## src/rtl/mips_ctrl_pkg.sv

```systemverilog
// mips_ctrl_pkg: state encodings, opcodes, ALU op classes and mux select codes
// shared by the multicycle MIPS controller.
package mips_ctrl_pkg;
  typedef enum logic [3:0] {
    S_IDLE, S_FETCH, S_DECODE, S_MEMADR, S_MEMRD, S_MEMWB, S_MEMWR, S_EXEC,
    S_ALUWB, S_BEQ, S_ADDIEX, S_ORIEX, S_IWB, S_JUMP, S_JAL, S_TRAP
  } state_t;
  localparam logic [5:0] OP_RTYPE = 6'b000000;
  localparam logic [5:0] OP_LW    = 6'b100011;
  localparam logic [5:0] OP_SW    = 6'b101011;
  localparam logic [5:0] OP_BEQ   = 6'b000100;
  localparam logic [5:0] OP_ADDI  = 6'b001000;
  localparam logic [5:0] OP_ORI   = 6'b001101;
  localparam logic [5:0] OP_J     = 6'b000010;
  localparam logic [5:0] OP_JAL   = 6'b000011;
  localparam logic [1:0] ALUOP_ADD   = 2'b00;
  localparam logic [1:0] ALUOP_SUB   = 2'b01;
  localparam logic [1:0] ALUOP_FUNCT = 2'b10;
  localparam logic [1:0] ALUOP_OR    = 2'b11;
  localparam logic [1:0] RD_RT = 2'b00;
  localparam logic [1:0] RD_RD = 2'b01;
  localparam logic [1:0] RD_RA = 2'b10;
  localparam logic [1:0] M2R_ALU = 2'b00;
  localparam logic [1:0] M2R_MDR = 2'b01;
  localparam logic [1:0] M2R_PC  = 2'b10;
  localparam logic [1:0] SRCB_RT   = 2'b00;
  localparam logic [1:0] SRCB_FOUR = 2'b01;
  localparam logic [1:0] SRCB_IMM  = 2'b10;
  localparam logic [1:0] SRCB_BR   = 2'b11;
  localparam logic [1:0] PCS_ALU    = 2'b00;
  localparam logic [1:0] PCS_ALUOUT = 2'b01;
  localparam logic [1:0] PCS_JUMP   = 2'b10;
endpackage

```

## src/rtl/mips_wait_timer.sv

```systemverilog
// mips_wait_timer: counts consecutive stalled cycles; expire is high while the
// count equals TIMEOUT, and the count restarts from zero the cycle after.
module mips_wait_timer #(
  parameter int TIMEOUT = 15
) (
  input  logic clk,
  input  logic rst_n,
  input  logic enable,
  input  logic clear,
  output logic expire
);
  localparam int W = $clog2(TIMEOUT + 1);
  logic [W-1:0] cnt;
  assign expire = cnt == W'(TIMEOUT);
  always_ff @(posedge clk or negedge rst_n)
    if (!rst_n) cnt <= '0;
    else if (clear || expire) cnt <= '0;
    else if (enable) cnt <= cnt + 1'b1;
endmodule

```

## src/rtl/mips_multicycle_controller.sv

```systemverilog
// mips_multicycle_controller: multicycle MIPS control FSM with memory wait timeout.
// Define MIPS_CTRL_ILLEGAL_TRAP_EN to trap undefined opcodes instead of treating them as NOP.
module mips_multicycle_controller
  import mips_ctrl_pkg::*;
#(
  parameter int OP_W         = 6,
  parameter int ALUOP_W      = 2,
  parameter int WAIT_TIMEOUT = 15
) (
  input  logic               clk,
  input  logic               rst_n,
  input  logic [OP_W-1:0]    op,
  input  logic               mem_ready,
  output logic               pc_write,
  output logic               branch,
  output logic               i_or_d,
  output logic               mem_read,
  output logic               mem_write,
  output logic               ir_write,
  output logic               reg_write,
  output logic [1:0]         reg_dst,
  output logic [1:0]         mem_to_reg,
  output logic               alu_src_a,
  output logic [1:0]         alu_src_b,
  output logic [ALUOP_W-1:0] alu_op,
  output logic [1:0]         pc_src,
  output logic               mem_timeout,
  output logic               illegal_op
);
  state_t state, next;
  logic wait_st, expire, timeout, clear;
  assign wait_st     = state inside {S_FETCH, S_MEMRD, S_MEMWR};
  assign timeout     = wait_st & expire;
  assign clear       = mem_ready | (next != state);
  assign mem_timeout = timeout;
`ifdef MIPS_CTRL_ILLEGAL_TRAP_EN
  assign illegal_op = state == S_TRAP;
`else
  assign illegal_op = 1'b0;
`endif
  mips_wait_timer #(.TIMEOUT(WAIT_TIMEOUT)) u_timer (
    .clk    (clk),
    .rst_n  (rst_n),
    .enable (wait_st & ~mem_ready),
    .clear  (clear),
    .expire (expire)
  );
  always_ff @(posedge clk or negedge rst_n)
    if (!rst_n) state <= S_IDLE;
    else state <= next;
  // Strobes in wait states are gated by timeout so an abandoned access writes nothing.
  always_comb begin
    next       = state;
    pc_write   = 1'b0;
    branch     = 1'b0;
    i_or_d     = 1'b0;
    mem_read   = 1'b0;
    mem_write  = 1'b0;
    ir_write   = 1'b0;
    reg_write  = 1'b0;
    reg_dst    = RD_RT;
    mem_to_reg = M2R_ALU;
    alu_src_a  = 1'b0;
    alu_src_b  = SRCB_RT;
    alu_op     = ALUOP_ADD;
    pc_src     = PCS_ALU;
    case (state)
      S_IDLE: next = S_FETCH;
      S_FETCH: begin
        alu_src_b = SRCB_FOUR;
        mem_read  = ~timeout;
        ir_write  = mem_ready & ~timeout;
        pc_write  = mem_ready & ~timeout;
        next      = (mem_ready && !timeout) ? S_DECODE : S_FETCH;
      end
      S_DECODE: begin
        alu_src_b = SRCB_BR;
        case (op)
          OP_RTYPE:     next = S_EXEC;
          OP_LW, OP_SW: next = S_MEMADR;
          OP_BEQ:       next = S_BEQ;
          OP_ADDI:      next = S_ADDIEX;
          OP_ORI:       next = S_ORIEX;
          OP_J:         next = S_JUMP;
          OP_JAL:       next = S_JAL;
`ifdef MIPS_CTRL_ILLEGAL_TRAP_EN
          default:      next = S_TRAP;
`else
          default:      next = S_FETCH;
`endif
        endcase
      end
      S_MEMADR: begin
        alu_src_a = 1'b1;
        alu_src_b = SRCB_IMM;
        next      = op == OP_LW ? S_MEMRD : S_MEMWR;
      end
      S_MEMRD: begin
        i_or_d   = 1'b1;
        mem_read = ~timeout;
        next     = timeout ? S_FETCH : mem_ready ? S_MEMWB : S_MEMRD;
      end
      S_MEMWB: begin
        reg_write  = 1'b1;
        mem_to_reg = M2R_MDR;
        next       = S_FETCH;
      end
      S_MEMWR: begin
        i_or_d    = 1'b1;
        mem_write = ~timeout;
        next      = (timeout || mem_ready) ? S_FETCH : S_MEMWR;
      end
      S_EXEC: begin
        alu_src_a = 1'b1;
        alu_op    = ALUOP_FUNCT;
        next      = S_ALUWB;
      end
      S_ALUWB: begin
        reg_write = 1'b1;
        reg_dst   = RD_RD;
        next      = S_FETCH;
      end
      S_BEQ: begin
        alu_src_a = 1'b1;
        alu_op    = ALUOP_SUB;
        branch    = 1'b1;
        pc_src    = PCS_ALUOUT;
        next      = S_FETCH;
      end
      S_ADDIEX, S_ORIEX: begin
        alu_src_a = 1'b1;
        alu_src_b = SRCB_IMM;
        alu_op    = state == S_ORIEX ? ALUOP_OR : ALUOP_ADD;
        next      = S_IWB;
      end
      S_IWB: begin
        reg_write = 1'b1;
        next      = S_FETCH;
      end
      S_JUMP: begin
        pc_write = 1'b1;
        pc_src   = PCS_JUMP;
        next     = S_FETCH;
      end
      S_JAL: begin
        pc_write   = 1'b1;
        pc_src     = PCS_JUMP;
        reg_write  = 1'b1;
        reg_dst    = RD_RA;
        mem_to_reg = M2R_PC;
        next       = S_FETCH;
      end
      S_TRAP:  next = S_TRAP;
      default: next = S_IDLE;
    endcase
  end
endmodule

```

## config.mk

```make
export PLATFORM = sky130hd
export DESIGN_NAME = mips_multicycle_controller
export DESIGN_NICKNAME = d
export VERILOG_FILES = /design/src/rtl/mips_ctrl_pkg.sv /design/src/rtl/mips_wait_timer.sv /design/src/rtl/mips_multicycle_controller.sv
export SDC_FILE = /design/constraint.sdc
export NUM_CORES = 1
export LEC_CHECK = 0
export CAP_MARGIN = 15
export CORE_UTILIZATION = 45
export DETAILED_ROUTE_END_ITERATION = 16
export MAX_ROUTING_LAYER = met4
export PLACE_DENSITY = 0.79
export SLEW_MARGIN = 20
export SYNTH_ARGS = -nofsm -noshare
export SYNTH_HDL_FRONTEND = slang
export SYNTH_HIERARCHICAL = 1
export SYNTH_SLANG_ARGS = --single-unit
```

## constraint.sdc

```tcl
create_clock -name clk -period 2.1 [get_ports clk]
set_input_delay 0.42 -clock clk [delete_from_list [all_inputs] [get_ports clk]]
set_output_delay 0.42 -clock clk [all_outputs]
set_load 0.01 [all_outputs]
```

==> impl_metrics.json, run 1 <==
{
  "synth_warnings": 6,
  "dp.cells": 186,
  "hold_viol": 0,
  "core-area_mm2": 0.001764,
  "wl_mm": 3.052,
  "syn_to_final_growth_pct": 67.20,
  "gp_congestion": 0.8732,
  "pre_cts_slack_ns": -0.3158,
  "finalCritPeriodShare_pct": 99.48,
  "dr.pass1.iters": 4,
  "io_pins": 29,
  "synthesis.nets": 125,
  "post-route-drc-count": 0,
  "rr_worst_depth": 10,
  "grt_overflow": 0,
  "r2r_slack_ns": 0.10,
  "cap_violations": 0,
  "clockRootBuffer": "clkbuf_4",
  "holdCritPathClass": "input port to async pin",
  "synth_top_family_by_area": "simple AND/OR/NAND/NOR gates",
  "fp.dieH_um": 45.68,
  "setup_ws_ns": 0.01092,
  "synthMuxAreaShare_pct": 1.166,
  "finalCriticalPeriod_ns": 2.089,
  "cts.sink_count": 8,
  "antenna_found_initial": 0,
  "numCtsBuffers": 3,
  "stdcell_count": 190,
  "routed-via-count": 1132,
  "grt_usage_pct": 29.16,
  "arrival_ns": 1.67,
  "die_w_um": 45.68,
  "grt_max_degree": 13,
  "finalPower_w": 0.001462,
  "syn_inst": 115,
  "antenna_left": 0,
  "synth_edf_count": 0,
  "n_fill_cell": 131,
  "clkTransAtPathRegs_ns": 0.05,
  "synth-xor-area-share_pct": 3.061,
  "crit_fanout": 4,
  "worstSetupPathType": "register to output port",
  "path_cells": "ha_2 -> and3_4 -> buf_4 -> nor2_2 -> and3_1 -> clkdlybuf4s15_2",
  "synth_seq_cells": 8,
  "fin_nets": 177,
  "fin_util_pct": 81.35,
  "setup_violations": 0,
  "grt_pass1_wl_mm": 4.291,
  "ctsLongestPathBuffers": 2,
  "first_global_vias": 970,
  "dp_hpwl_mm": 2.136,
  "dieArea_mm2": 0.002086,
  "ys_async_sr_fraction_pct": 100.0,
  "synth_compound_area_share_pct": 27.41,
  "port_buffers": 27,
  "synth_seq_area_share_pct": 23.32,
  "synth_area_um2": 858.3,
  "timing.fmax_mhz": 478.7,
  "antenna_cells": 0,
  "cts_tree": "built",
  "ctsHtreeMaxLevel": 1,
  "ys.flop_type": "dfrtp_1",
  "p_leak_nw": 0.7362,
  "power_density_mw_per_mm2": 1019,
  "hold-worst-slack_ns": 0.4418,
  "status": "completed",
  "end_kind": "output port",
  "critPathSlowestCell": "dfrtp_1",
  "avgViaCountPerCell": 5.958,
  "synthDistinctLibCells": 48,
  "yosys.area_share.adder_pct": 1.458,
  "max-vdd-ir-drop_uv": 988.6,
  "fin_skew_ns": 0.005677,
  "drtIter0Drc": 31,
  "worstPathRequired_ns": 1.68,
  "insertion_delay_ns": 0.24,
  "initial_core_util_pct": 48.65,
  "worstReg2RegEnd": "u_timer/cnt[2]$_DFFE_PN0P_",
  "slowest_delay_ns": 0.40,
  "drv_slew": 0,
  "wire_per_inst_um": 16.06,
  "synthSimpleGateAreaFrac_pct": 34.84,
  "startpoint_type": "register",
  "reg2reg_from": "u_timer/cnt[0]$_DFFE_PN0P_",
  "syn_area_per_cell_um2": 7.464,
  "drive_gt1_share_pct": 32.73,
  "rows": 15
}
==> worst max-delay path, delay by kind of cell, from the launching register on <==
family	cells	cell delay, ns
buffers and inverters	2	0.36
adder cells (fa/ha/maj)	1	0.21
flip-flops	1	0.40
AND/OR/NAND/NOR	3	0.46
==> area by class of cell <==
cell class	count	area, µm²	share of cell area, %
timing repair buffer	57	506.7	35.31
sequential	8	202.7	14.12
tap	25	31.28	2.180
clock buffer	3	22.52	1.569
inverter	3	11.26	0.7847
multi-input combinational	94	660.6	46.03
==> cells in the mapped netlist, types with 2 or more instances <==
library cell,instances,share of area (%)
a211oi_1,2,1.7
a21oi_1,9,5.2
a311oi_1,2,2.0
a31oi_1,2,1.5
and3_1,2,1.5
buf_4,4,3.5
clkbuf_1,5,2.2
dfrtp_1,8,23
inv_1,2,0.87
nand2_1,6,2.6
nand2b_1,7,5.1
nand3_1,2,1.2
nand3b_1,2,1.7
nor2_1,16,7.0
nor2b_1,4,2.9
nor3_1,5,2.9
o21ai_1,2,1.2
o22ai_1,2,1.5
o32ai_1,2,2.0
or2_1,2,1.5
xnor2_1,2,2.0
==> worst max path at each step <==
| stage | start | end | slack (ns) | depth (start not counted) |
|---|---|---|---|---|
| CTS | state[1]$_DFF_PN0_ | pc_src[1] | -0.02 | 3 |
| finish | u_timer/cnt[0]$_DFFE_PN0P_ | mem_read | 0.01 | 6 |
| global route | u_timer/cnt[0]$_DFFE_PN0P_ | mem_read | -0.03 | 6 |
| global placement | mem_ready | pc_write | -0.27 | 5 |
| floorplan | op[2] | u_timer/cnt[0]$_DFFE_PN0P_ | 0.10 | 7 |
| detailed placement | mem_ready | pc_write | -0.32 | 5 |
==> cell families (layout without fill, tap and decap cells) <==
kind of cell / after synthesis / in the layout
muxes: 1 / 1
buffers and inverters: 13 / 63
DFF: 8 / 8
adders and majority gates: 1 / 1
and+or+nand+nor: 55 / 55
xor gates and xnor gates: 3 / 3
AOI/OAI and AO/OA: 33 / 33
other: 1 / 1
==> per-layer routing <==
metal,vias up,GRT usage (%),wire length (µm)
li1,528,-,-
met1,522,39.16,1233
met2,74,47.71,1462
met3,8,0.7937,287
met4,0,8.485,68
met5,-,-,0
==> sequential cells by signal, indices dropped and copies added (netlist names) <==
signal and cells:
u_timer/cnt 4, state 4
==> cells in the final DEF (no fill, tap or decap), types with 2 or more instances in the layout <==
master,n
o32ai_1,2
dlymetal6s2s_1,7
a21oi_1,9
nand2b_1,4
nand3b_1,2
nor2b_1,3
clkdlybuf4s50_1,6
dfrtp_1,6
dfrtp_2,2
xnor2_1,2
or2_1,2
nor2_1,15
nor3_1,4
buf_4,29
o22ai_1,2
nand2b_2,2
nand2_1,6
clkbuf_4,3
a211oi_1,2
inv_1,2
a311oi_1,2
o21ai_1,2
dlygate4sd2_1,12
==> power by group <==
part / switching, W / total (W) / leakage, nW / internal [W]
combinational: 0.000565 / 0.00111 / 0.618 / 0.000549
sequential: 0.0000501 / 0.000242 / 0.105 / 0.000192
clock: 0.0000412 / 0.000106 / 0.0138 / 0.0000646
total: 0.000656 / 0.00146 / 0.736 / 0.000806
==> per-stage QoR <==
stage          area (µm²)  TNS [ns]
2_1_floorplan       858.3         0
5_1_grt              1435  -0.03099
4_1_cts              1366  -0.02360
3_3_place_gp         1318    -1.467
3_5_place_dp         1318    -1.727
6_report             1435         0
==> repair_timing <==
| item | CTS | global route |
|---|---|---|
| setup buffers | 0 | 1 |
| hold buffers | 0 | 0 |
| pin swaps | 3 | 3 |
| gates resized for setup | 26 | 18 |
| setup endpoints to repair | 19 | 14 |
Note: power is estimated with default switching activity, not from simulation.
==> run 2: changes to the inputs <==
--- a/config.mk
+++ b/config.mk
@@ -10,6 +10,7 @@
 export DETAILED_ROUTE_END_ITERATION = 16
 export MAX_ROUTING_LAYER = met4
 export PLACE_DENSITY = 0.79
+export SKIP_LAST_GASP = 1
 export SLEW_MARGIN = 20
 export SYNTH_ARGS = -nofsm -noshare
 export SYNTH_HDL_FRONTEND = slang
==> run 2 against run 1 <==
  * Sequential cell count unchanged
  * Critical path depth unchanged
  * Clock-buffer cell count unchanged
  * Cell count unchanged
  * Combinational power about the same
  * Design area decreased by 0.44%
  * Sequential power about the same
  * Clock skew about the same
  * Non-clock buffer count unchanged
  * Global-route usage unchanged
  * Clock power about the same
  * Register-to-register slack got worse by 0.02 ns
==> impl_metrics.json, run 2 (same netlist as run 1, synthesis figures left out) <==
{
  "status": "completed",
  "post-route-drc-count": 0,
  "arrival_ns": 1.67,
  "fin_nets": 177,
  "path_delay_family": "simple AND/OR/NAND/NOR gates",
  "worstPathRequired_ns": 1.68,
  "drive_gt1_share_pct": 30.30,
  "worstSetupPathType": "register to output port",
  "grt_pass1_wl_mm": 4.291,
  "initial_core_util_pct": 48.65,
  "cap_violations": 0,
  "avgViaCountPerCell": 5.979,
  "antenna_left": 0,
  "wl_mm": 3.000,
  "power_density_mw_per_mm2": 1014,
  "die_w_um": 45.68,
  "antenna_cells": 0,
  "ctsLongestPathBuffers": 2,
  "ctsHoldBuffers": 0,
  "rsz0062_at_grt": "true",
  "wire_per_inst_um": 15.79,
  "grt_overflow": 0,
  "dr.pass1.iters": 4,
  "drtIter0Drc": 47,
  "cts.sink_count": 8,
  "final_cell_mix": "buf_4, nor2_1, dlygate4sd2_1, a21oi_1, dlymetal6s2s_1",
  "gp_congestion": 0.8732,
  "fp.dieH_um": 45.68,
  "startpoint_type": "register",
  "reg.largest.list": "state: 4 flops, u_timer/cnt: 4 flops",
  "dpl_cell_area_mm2": 0.001318,
  "n_fill_cell": 135,
  "stdcell_area_mm2": 0.001429,
  "slowest_delay_ns": 0.40,
  "ctsHtreeMaxLevel": 1,
  "crit_start": "u_timer/cnt[0]$_DFFE_PN0P_",
  "routed-via-count": 1136,
  "first_global_vias": 970,
  "max-vdd-ir-drop_uv": 1009,
  "syn_to_final_growth_pct": 66.47,
  "end_kind": "output port",
  "crit_fanout": 4,
  "reg2reg_from": "u_timer/cnt[0]$_DFFE_PN0P_",
  "antenna_found_initial": 0,
  "cts_tree": "built",
  "critPathSlowestCell": "dfrtp_1",
  "finalCriticalPeriod_ns": 2.090,
  "core-area_mm2": 0.001764,
  "fin_skew_ns": 0.005677,
  "finalPower_w": 0.001449,
  "port_buffers": 27,
  "insertion_delay_ns": 0.24,
  "rows": 15,
  "setup-tns-final_ns": 0,
  "timing.fmax_mhz": 478.4,
  "grt_usage_pct": 29.16,
  "hold_viol": 0,
  "clockRootBuffer": "clkbuf_4",
  "layout_commonest_cell": "buf_4",
  "numCtsBuffers": 3,
  "dieArea_mm2": 0.002086,
  "finalCritPeriodShare_pct": 99.53,
  "grt_max_degree": 13,
  "p_leak_nw": 0.7492,
  "path_cells": "ha_2 -> and3_4 -> buf_4 -> nor2_2 -> and3_1 -> clkdlybuf4s15_2",
  "path_buf_inv": 2,
  "io_pins": 29,
  "setup_violations": 0,
  "clkTransAtPathRegs_ns": 0.05,
  "holdCritPathClass": "input port to async pin",
  "drv_slew": 0,
  "dp_hpwl_mm": 2.136
}
-- run 2: area by class of cell --
class                   count  area, µm²  area share, %
flip-flops and latches      8      202.7          14.19
repair buffers             57      514.2          35.99
multi-input cells          94      646.9          45.27
well taps                  25      31.28          2.189
inverters                   3      11.26         0.7881
clock buffers               3      22.52          1.576
-- run 2: worst paths after layout --
path	end	slack [ns]	cells past startpoint
max	mem_read	0.01	6
max in group asynchronous	state[1]$_DFF_PN0_	1.39	1
min	u_timer/cnt[0]$_DFFE_PN0P_	0.44	1
min in group clk	u_timer/cnt[3]$_DFFE_PN0P_	0.61	1
min reg2reg	u_timer/cnt[3]$_DFFE_PN0P_	0.61	1
max reg2reg	u_timer/cnt[3]$_DFFE_PN0P_	0.08	9
-- run 2: what timing repair did --
item / in CTS / in global routing
pin swaps: 3 / 1
hold endpoints to repair: 0 / 0
resized for setup: 25 / 14
setup buffers: 0 / 1
setup endpoints to repair: 19 / 14
-- run 2: stage by stage --
stage	hold slack, ns	util, %	std cells	worst slack, ns
after floorplan	0.1244	-	115	0.1017
after global placement	0.5134	74.68	186	-0.2656
after detailed placement	0.5208	74.68	186	-0.3158
after CTS	0.4403	77.52	189	-0.2115
after global routing	0.4678	80.99	190	-0.09030
final	0.4417	80.99	190	0.009914
-- run 2: report_power, final --
part           switching, W  leakage, nW  internal [W]  total, W
clock network     0.0000412       0.0138     0.0000646  0.000106
logic              0.000557        0.631      0.000547   0.00110
registers         0.0000478        0.105      0.000192  0.000240
-- run 2: metal layers --
| metal | up-vias | GRT usage, % | routed length, µm |
|---|---|---|---|
| met5 | - | - | 0 |
| met3 | 10 | 0.7937 | 345 |
| met1 | 512 | 39.16 | 1137 |
| met4 | 0 | 8.485 | 70 |
| li1 | 527 | - | - |
| met2 | 87 | 47.71 | 1447 |
